<file path="src/rtl/branch_redirect_ctrl.sv">
// Branch redirect controller: detects exe-stage mispredicts, pulses flush, hands a redirect PC to fetch, then drains.
// Optional performance counters are built when BRANCH_REDIRECT_PERF_EN is defined; otherwise the counter ports read 0.
`timescale 1ns/1ps
module branch_redirect_ctrl #(
   parameter int PC_W         = 64,
   parameter int DRAIN_CYCLES = 2,
   parameter int CNT_W        = 32
) (
   input  logic             clk_i,
   input  logic             rstn_i,
   input  logic             valid_i,
   input  logic             is_branch_i,
   input  logic             taken_i,
   input  logic [PC_W-1:0]  target_i,
   input  logic             pred_taken_i,
   input  logic [PC_W-1:0]  pred_target_i,
   input  logic             kill_i,
   output logic             redirect_valid_o,
   output logic [PC_W-1:0]  redirect_pc_o,
   input  logic             redirect_ready_i,
   output logic             flush_o,
   output logic             busy_o,
   output logic [CNT_W-1:0] branch_cnt_o,
   output logic [CNT_W-1:0] mispred_cnt_o
);

   // Redirect handshake: a transfer happens on a rising edge where redirect_valid_o and
   // redirect_ready_i are both 1; redirect_pc_o stays constant until then.
   typedef enum logic [1:0] {IDLE, REDIRECT, DRAIN} state_e;

   localparam int DW = (DRAIN_CYCLES > 1) ? $clog2(DRAIN_CYCLES) : 1;
   localparam logic [DW-1:0] DRAIN_INIT = DW'((DRAIN_CYCLES > 0) ? DRAIN_CYCLES - 1 : 0);

   state_e          state_q, state_d;
   logic            rvalid_q, rvalid_d;
   logic [PC_W-1:0] rpc_q, rpc_d;
   logic            flush_q, flush_d;
   logic [DW-1:0]   cnt_q, cnt_d;
   logic            mispred;

   // A not-taken branch falls through, so only a taken branch has a target to verify.
   assign mispred = valid_i & is_branch_i &
                    ((taken_i != pred_taken_i) | (taken_i & (target_i != pred_target_i)));

   always_ff @(posedge clk_i or negedge rstn_i) begin
      if (!rstn_i) begin
         state_q  <= IDLE;
         rvalid_q <= 1'b0;
         rpc_q    <= '0;
         flush_q  <= 1'b0;
         cnt_q    <= '0;
      end else begin
         state_q  <= state_d;
         rvalid_q <= rvalid_d;
         rpc_q    <= rpc_d;
         flush_q  <= flush_d;
         cnt_q    <= cnt_d;
      end
   end

   always_comb begin
      state_d  = state_q;
      rvalid_d = rvalid_q;
      rpc_d    = rpc_q;
      flush_d  = 1'b0;
      cnt_d    = cnt_q;
      if (kill_i) begin
         state_d  = IDLE;
         rvalid_d = 1'b0;
         cnt_d    = '0;
      end else begin
         case (state_q)
            IDLE: begin
               if (mispred) begin
                  state_d  = REDIRECT;
                  rvalid_d = 1'b1;
                  rpc_d    = target_i;
                  flush_d  = 1'b1;
               end
            end
            REDIRECT: begin
               if (redirect_ready_i) begin
                  rvalid_d = 1'b0;
                  if (DRAIN_CYCLES == 0) begin
                     state_d = IDLE;
                  end else begin
                     state_d = DRAIN;
                     cnt_d   = DRAIN_INIT;
                  end
               end
            end
            DRAIN: begin
               if (cnt_q == '0) state_d = IDLE;
               else             cnt_d   = cnt_q - 1'b1;
            end
            default: begin
               state_d  = IDLE;
               rvalid_d = 1'b0;
            end
         endcase
      end
   end

   assign redirect_valid_o = rvalid_q;
   assign redirect_pc_o    = rpc_q;
   assign flush_o          = flush_q;
   assign busy_o           = (state_q != IDLE);

`ifdef BRANCH_REDIRECT_PERF_EN
   logic [CNT_W-1:0] branch_cnt_q, mispred_cnt_q;

   always_ff @(posedge clk_i or negedge rstn_i) begin
      if (!rstn_i) begin
         branch_cnt_q  <= '0;
         mispred_cnt_q <= '0;
      end else begin
         if ((state_q == IDLE) && valid_i && is_branch_i && !kill_i)
            branch_cnt_q <= branch_cnt_q + CNT_W'(1);
         if ((state_q == IDLE) && (state_d == REDIRECT))
            mispred_cnt_q <= mispred_cnt_q + CNT_W'(1);
      end
   end

   assign branch_cnt_o  = branch_cnt_q;
   assign mispred_cnt_o = mispred_cnt_q;
`else
   assign branch_cnt_o  = '0;
   assign mispred_cnt_o = '0;
`endif

endmodule

</file>
<file path="config.mk">
export PLATFORM = sky130hd
export DESIGN_NAME = branch_redirect_ctrl
export DESIGN_NICKNAME = d
export VERILOG_FILES = /design/src/rtl/branch_redirect_ctrl.sv
export SDC_FILE = /design/constraint.sdc
export NUM_CORES = 1
export LEC_CHECK = 0
export BUFFER_PORTS_ARGS = -buffer_cell sky130_fd_sc_hd__buf_4
export CORE_MARGIN = 5
export CORE_UTILIZATION = 50
export CTS_CLUSTER_SIZE = 24
export DETAILED_ROUTE_END_ITERATION = 6
export HOLD_SLACK_MARGIN = 0.08
export PLACE_DENSITY = 0.84
export SLEW_MARGIN = 20
export SYNTH_ARGS = -nofsm -noshare
export SYNTH_HDL_FRONTEND = slang
export SYNTH_SLANG_ARGS = --single-unit
</file>
<file path="constraint.sdc">
create_clock -name clk_i -period 3.3 [get_ports clk_i]
set_input_delay 0 -clock clk_i [delete_from_list [all_inputs] [get_ports clk_i]]
set_output_delay 0 -clock clk_i [all_outputs]
set_load 0.01 [all_outputs]
</file>
==> impl_results.html <==
<table>
<tr><th>Metric</th><th>Value</th></tr>
<tr><th colspan="2">Outcome</th></tr>
<tr><td>Outcome</td><td>finished, final reports clean</td></tr>
<tr><th colspan="2">STA</th></tr>
<tr><td>Total negative setup slack</td><td>0 ns</td></tr>
<tr><td>Fmax</td><td>425 MHz</td></tr>
<tr><td>Measured slew at the worst slew-check pin</td><td>1.04 ns</td></tr>
<tr><td>Setup repair after global routing missed its margin</td><td>no</td></tr>
<tr><td>Worst setup skew after layout</td><td>0.00724 ns</td></tr>
<tr><td>Final hold violation count</td><td>0</td></tr>
<tr><td>Ratio of final minimum period to clock period</td><td>71.3%</td></tr>
<tr><td>Setup-failing EPs final</td><td>0</td></tr>
<tr><td>Min Clock Period, post-route</td><td>2.35 ns</td></tr>
<tr><td>Final-layout worst hold slack</td><td>0.0870 ns</td></tr>
<tr><td>Relative max-transition margin</td><td>30.8%</td></tr>
<tr><td>Total count of max-transition violations in the final report</td><td>0</td></tr>
<tr><th colspan="2">Routing</th></tr>
<tr><td>First-pass detailed-route iteration total</td><td>7</td></tr>
<tr><td>First-iteration detailed-routing DRC count</td><td>781</td></tr>
<tr><td>Drt drc</td><td>0</td></tr>
<tr><td>Wire length reported by the detailed router</td><td>21.7 mm</td></tr>
<tr><td>Via density per instance</td><td>6.05</td></tr>
<tr><td>Routed Antenna Nets</td><td>0</td></tr>
<tr><td>Total number of vias</td><td>6499</td></tr>
<tr><td>Detailed-route wire length per cell</td><td>20.2 microns</td></tr>
<tr><th colspan="2">Critical path</th></tr>
<tr><td>Buffers &amp; Inverters on Critical Path</td><td>2</td></tr>
<tr><td>CP Max Fanout</td><td>64</td></tr>
<tr><td>Element type at the critical path end</td><td>register</td></tr>
<tr><td>Chain of cells forming the critical path</td><td>dlygate4sd3_1 &gt; buf_4 &gt; xnor2_1 &gt; and2_1 &gt; nand4_1 &gt; or3_4 &gt; a21oi_1 &gt; nand3_1</td></tr>
<tr><td>Arrival time of the worst setup path</td><td>2.56 ns</td></tr>
<tr><td>Cell family contributing the most delay on the critical path</td><td>simple AND/OR/NAND/NOR gates</td></tr>
<tr><td>Register-to-Register Setup Slack</td><td>1.52 ns</td></tr>
<tr><td>Critical path start-end classification</td><td>in2reg</td></tr>
<tr><td>Required time worst endpoint</td><td>3.51 ns</td></tr>
<tr><td>Cell type of the slowest stage on the worst timing path</td><td>sky130_fd_sc_hd__or3_4</td></tr>
<tr><td>Kind of launch point of the worst setup path</td><td>input port</td></tr>
<tr><td>Worst path max stage delay</td><td>0.77 ns</td></tr>
<tr><th colspan="2">Yosys</th></tr>
<tr><td>Number of instances in the synthesized netlist</td><td>756</td></tr>
<tr><td>Most frequent cells after synthesis</td><td>sky130_fd_sc_hd__nand4_1, sky130_fd_sc_hd__dfrtp_1, sky130_fd_sc_hd__nand3_1</td></tr>
<tr><td>Average footprint of a synthesized cell</td><td>8.09 sq um</td></tr>
<tr><td>Number of enable flip-flop cells after synthesis</td><td>0</td></tr>
<tr><td>Flip-flop cell with the highest count after synthesis</td><td>sky130_fd_sc_hd__dfrtp_1</td></tr>
<tr><td>Leading cell types by total area after synthesis</td><td>sky130_fd_sc_hd__dfrtp_1, sky130_fd_sc_hd__nand4_1, sky130_fd_sc_hd__a21boi_0</td></tr>
<tr><td>Top-count cell post-synth</td><td>sky130_fd_sc_hd__nand4_1</td></tr>
<tr><td>Post-synth top area share</td><td>28.2%</td></tr>
<tr><td>Dominant combinational cell family by area after synthesis</td><td>simple AND/OR/NAND/NOR gates</td></tr>
<tr><td>Proportion of register bits with asynchronous set or reset after synthesis</td><td>100%</td></tr>
<tr><td>Area fraction in compound gates after synthesis</td><td>23.0%</td></tr>
<tr><td>Netlist cell types</td><td>41</td></tr>
<tr><td>Adder-cell share of the synthesized area</td><td>0%</td></tr>
<tr><td>Fraction of synthesized area in multiplexers</td><td>0%</td></tr>
<tr><td>Flip-flop and latch count after synthesis</td><td>69</td></tr>
<tr><td>Cell area after synthesis</td><td>0.00612 sq mm</td></tr>
<tr><td>Yosys top cell by area</td><td>sky130_fd_sc_hd__dfrtp_1</td></tr>
<tr><td>Sequential cell area fraction in the yosys report</td><td>28.2%</td></tr>
<tr><td>Syn. warnings</td><td>0</td></tr>
<tr><td>Share of the synthesized netlist area taken by xor and xnor gates</td><td>7.01%</td></tr>
<tr><td>Simple-gate share of the synthesized area</td><td>27.6%</td></tr>
<tr><th colspan="2">Die</th></tr>
<tr><td>Vert. Die Dim</td><td>121 microns</td></tr>
<tr><td>Effective utilization at floorplan</td><td>50.9%</td></tr>
<tr><td>Total core area</td><td>0.0120 sq mm</td></tr>
<tr><td>Die ar.</td><td>0.0145 sq mm</td></tr>
<tr><td>Die Width</td><td>121 microns</td></tr>
<tr><td>Rows</td><td>40</td></tr>
<tr><td>Io pins</td><td>267</td></tr>
<tr><th colspan="2">Global route</th></tr>
<tr><td>GRT Util Overall</td><td>28.5%</td></tr>
<tr><td>Global-route wire length before repair</td><td>33.0 mm</td></tr>
<tr><td>Maximum number of pins on one net before global-route repair</td><td>130</td></tr>
<tr><td>Vias in the first global route</td><td>6101</td></tr>
<tr><td>Total overflow reported by the global router</td><td>0</td></tr>
<tr><td>Initial antenna violation count</td><td>0</td></tr>
<tr><th colspan="2">Cells and area</th></tr>
<tr><td>Post-layout nets</td><td>1059</td></tr>
<tr><td>Area of combinational cells with multiple inputs</td><td>0.00380 sq mm</td></tr>
<tr><td>Sequential standard cell area</td><td>0.00173 sq mm</td></tr>
<tr><td>Area delta synth-&gt;final</td><td>27.3%</td></tr>
<tr><td>Fillers</td><td>1039</td></tr>
<tr><td>Post-route cell area</td><td>0.00779 sq mm</td></tr>
<tr><td>Diode insertion count for antenna repair</td><td>0</td></tr>
<tr><td>Share of post-route cells with drive strength above 1</td><td>30.2%</td></tr>
<tr><th colspan="2">Placed design</th></tr>
<tr><td>Detailed-placement wirelength estimate</td><td>14.8 mm</td></tr>
<tr><td>GPL Wtd Cong</td><td>0.951</td></tr>
<tr><td>Post-Place Cell Area</td><td>0.00736 sq mm</td></tr>
<tr><td>Number of port buffers</td><td>202</td></tr>
<tr><th colspan="2">Pwr</th></tr>
<tr><td>Leak pwr</td><td>0.00354 uW</td></tr>
<tr><td>Peak VDD IR</td><td>0.000219 V</td></tr>
<tr><td>Pwr Density</td><td>442 mW/mm^2</td></tr>
<tr><th colspan="2">Clock tree</th></tr>
<tr><td>Level count of the clock H-tree</td><td>3</td></tr>
<tr><td>TritonCTS clock tree</td><td>built</td></tr>
<tr><td>CTS max path bufs</td><td>2</td></tr>
<tr><td>Clock latency on the worst-skew pair</td><td>0.34 ns</td></tr>
<tr><td>TritonCTS sink count</td><td>69</td></tr>
<tr><td>Setup Buffers After CTS</td><td>0</td></tr>
<tr><td>CTS clk-pin slew, worst paths</td><td>0.06 ns</td></tr>
<tr><td>Total CTS buffers</td><td>9</td></tr>
<tr><td>Root Driver</td><td>sky130_fd_sc_hd__clkbuf_16</td></tr>
<tr><th colspan="2">Min path</th></tr>
<tr><td>Class of the tightest hold or removal check</td><td>in2reg</td></tr>
<tr><th colspan="2">Run</th></tr>
<tr><td>Max-cap violation count</td><td>0</td></tr>
</table>
-- state kept, by name, summed over array words and instances, names as in the netlist --
| name | cells |
|---|---|
| redirect_pc_o | 64 |
| redirect_valid_o | 1 |
| cnt_q | 1 |
| state_q | 2 |
| flush_o | 1 |
-- final timing paths --
check                      depth (start not counted)             start                end
max                                                8      target_i[55]  redirect_pc_o[11]
max reg2reg                                        5        state_q[0]  redirect_pc_o[60]
min reg2reg                                        2  redirect_valid_o   redirect_valid_o
min                                                4      target_i[44]  redirect_pc_o[44]
max in group asynchronous                          2            rstn_i         state_q[1]
min in group asynchronous                          2            rstn_i   redirect_pc_o[5]
-- what timing repair did --
| item | CTS | global route |
|---|---|---|
| resized for setup | 0 | 0 |
| hold endpoints to repair | 83 | 0 |
| hold buffers | 13 | 0 |
-- routing by layer --
layer	vias up	track usage [%]	wire length [microns]
met5	-	0	0
met2	382	44.6	10300
li1	2979	-	-
met1	3090	37.5	8330
met3	48	6.50	2270
met4	0	12.7	814
-- worst min-delay path, cell delays in order --
cell and delay [ns]:
sky130_fd_sc_hd__buf_4 0.09, sky130_fd_sc_hd__and3_1 0.17, sky130_fd_sc_hd__a21oi_2 0.06, sky130_fd_sc_hd__nand3_1 0.07
-- where the power goes --
| group | internal, uW | leakage [uW] | total, uW | switching (uW) |
|---|---|---|---|---|
| clock | 601 | 0.000149 | 972 | 372 |
| combinational | 648 | 0.00258 | 1270 | 621 |
| sequential | 1040 | 0.000818 | 1200 | 160 |
| total | 2290 | 0.00354 | 3440 | 1150 |
-- placed cells by master (no fill, tap or decap), drive strengths merged, types with 26 or more instances in the layout --
master  instances
xnor2          44
dfrtp          69
o21ai          68
conb           64
a21oi          68
nand3          69
a21boi         64
buf           211
nor2b          26
and3           65
nand4          83
-- per-stage QoR --
stage / utilization, % / setup WS (ns) / instances / power (uW)
2_1_floorplan: - / 1.68 / 819 / 1870
3_5_place_dp: 61.3 / 0.827 / 1046 / 2450
5_1_grt: 64.8 / 0.839 / 1075 / 3610
4_1_cts: 64.8 / 0.674 / 1075 / 3440
6_report: 64.8 / 0.948 / 1075 / 3440
3_3_place_gp: 61.3 / 0.874 / 1046 / 2430
-- cell families after synthesis --
family / count (synthesis)
buf+inv: 143
xor+xnor: 49
flops: 69
simple gates: 285
other cells: 1
compound gates: 209
-- cell type report --
| class | instances | share of cell area [%] |
|---|---|---|
| clock buffer | 11 | 3.12 |
| timing repair buffer | 224 | 22.3 |
| tap | 147 | 2.36 |
| clock inverter | 5 | 0.643 |
| multi-input combinational | 607 | 48.8 |
| sequential | 69 | 22.2 |
| inverter | 12 | 0.578 |
(Power assumes the default switching activity.)
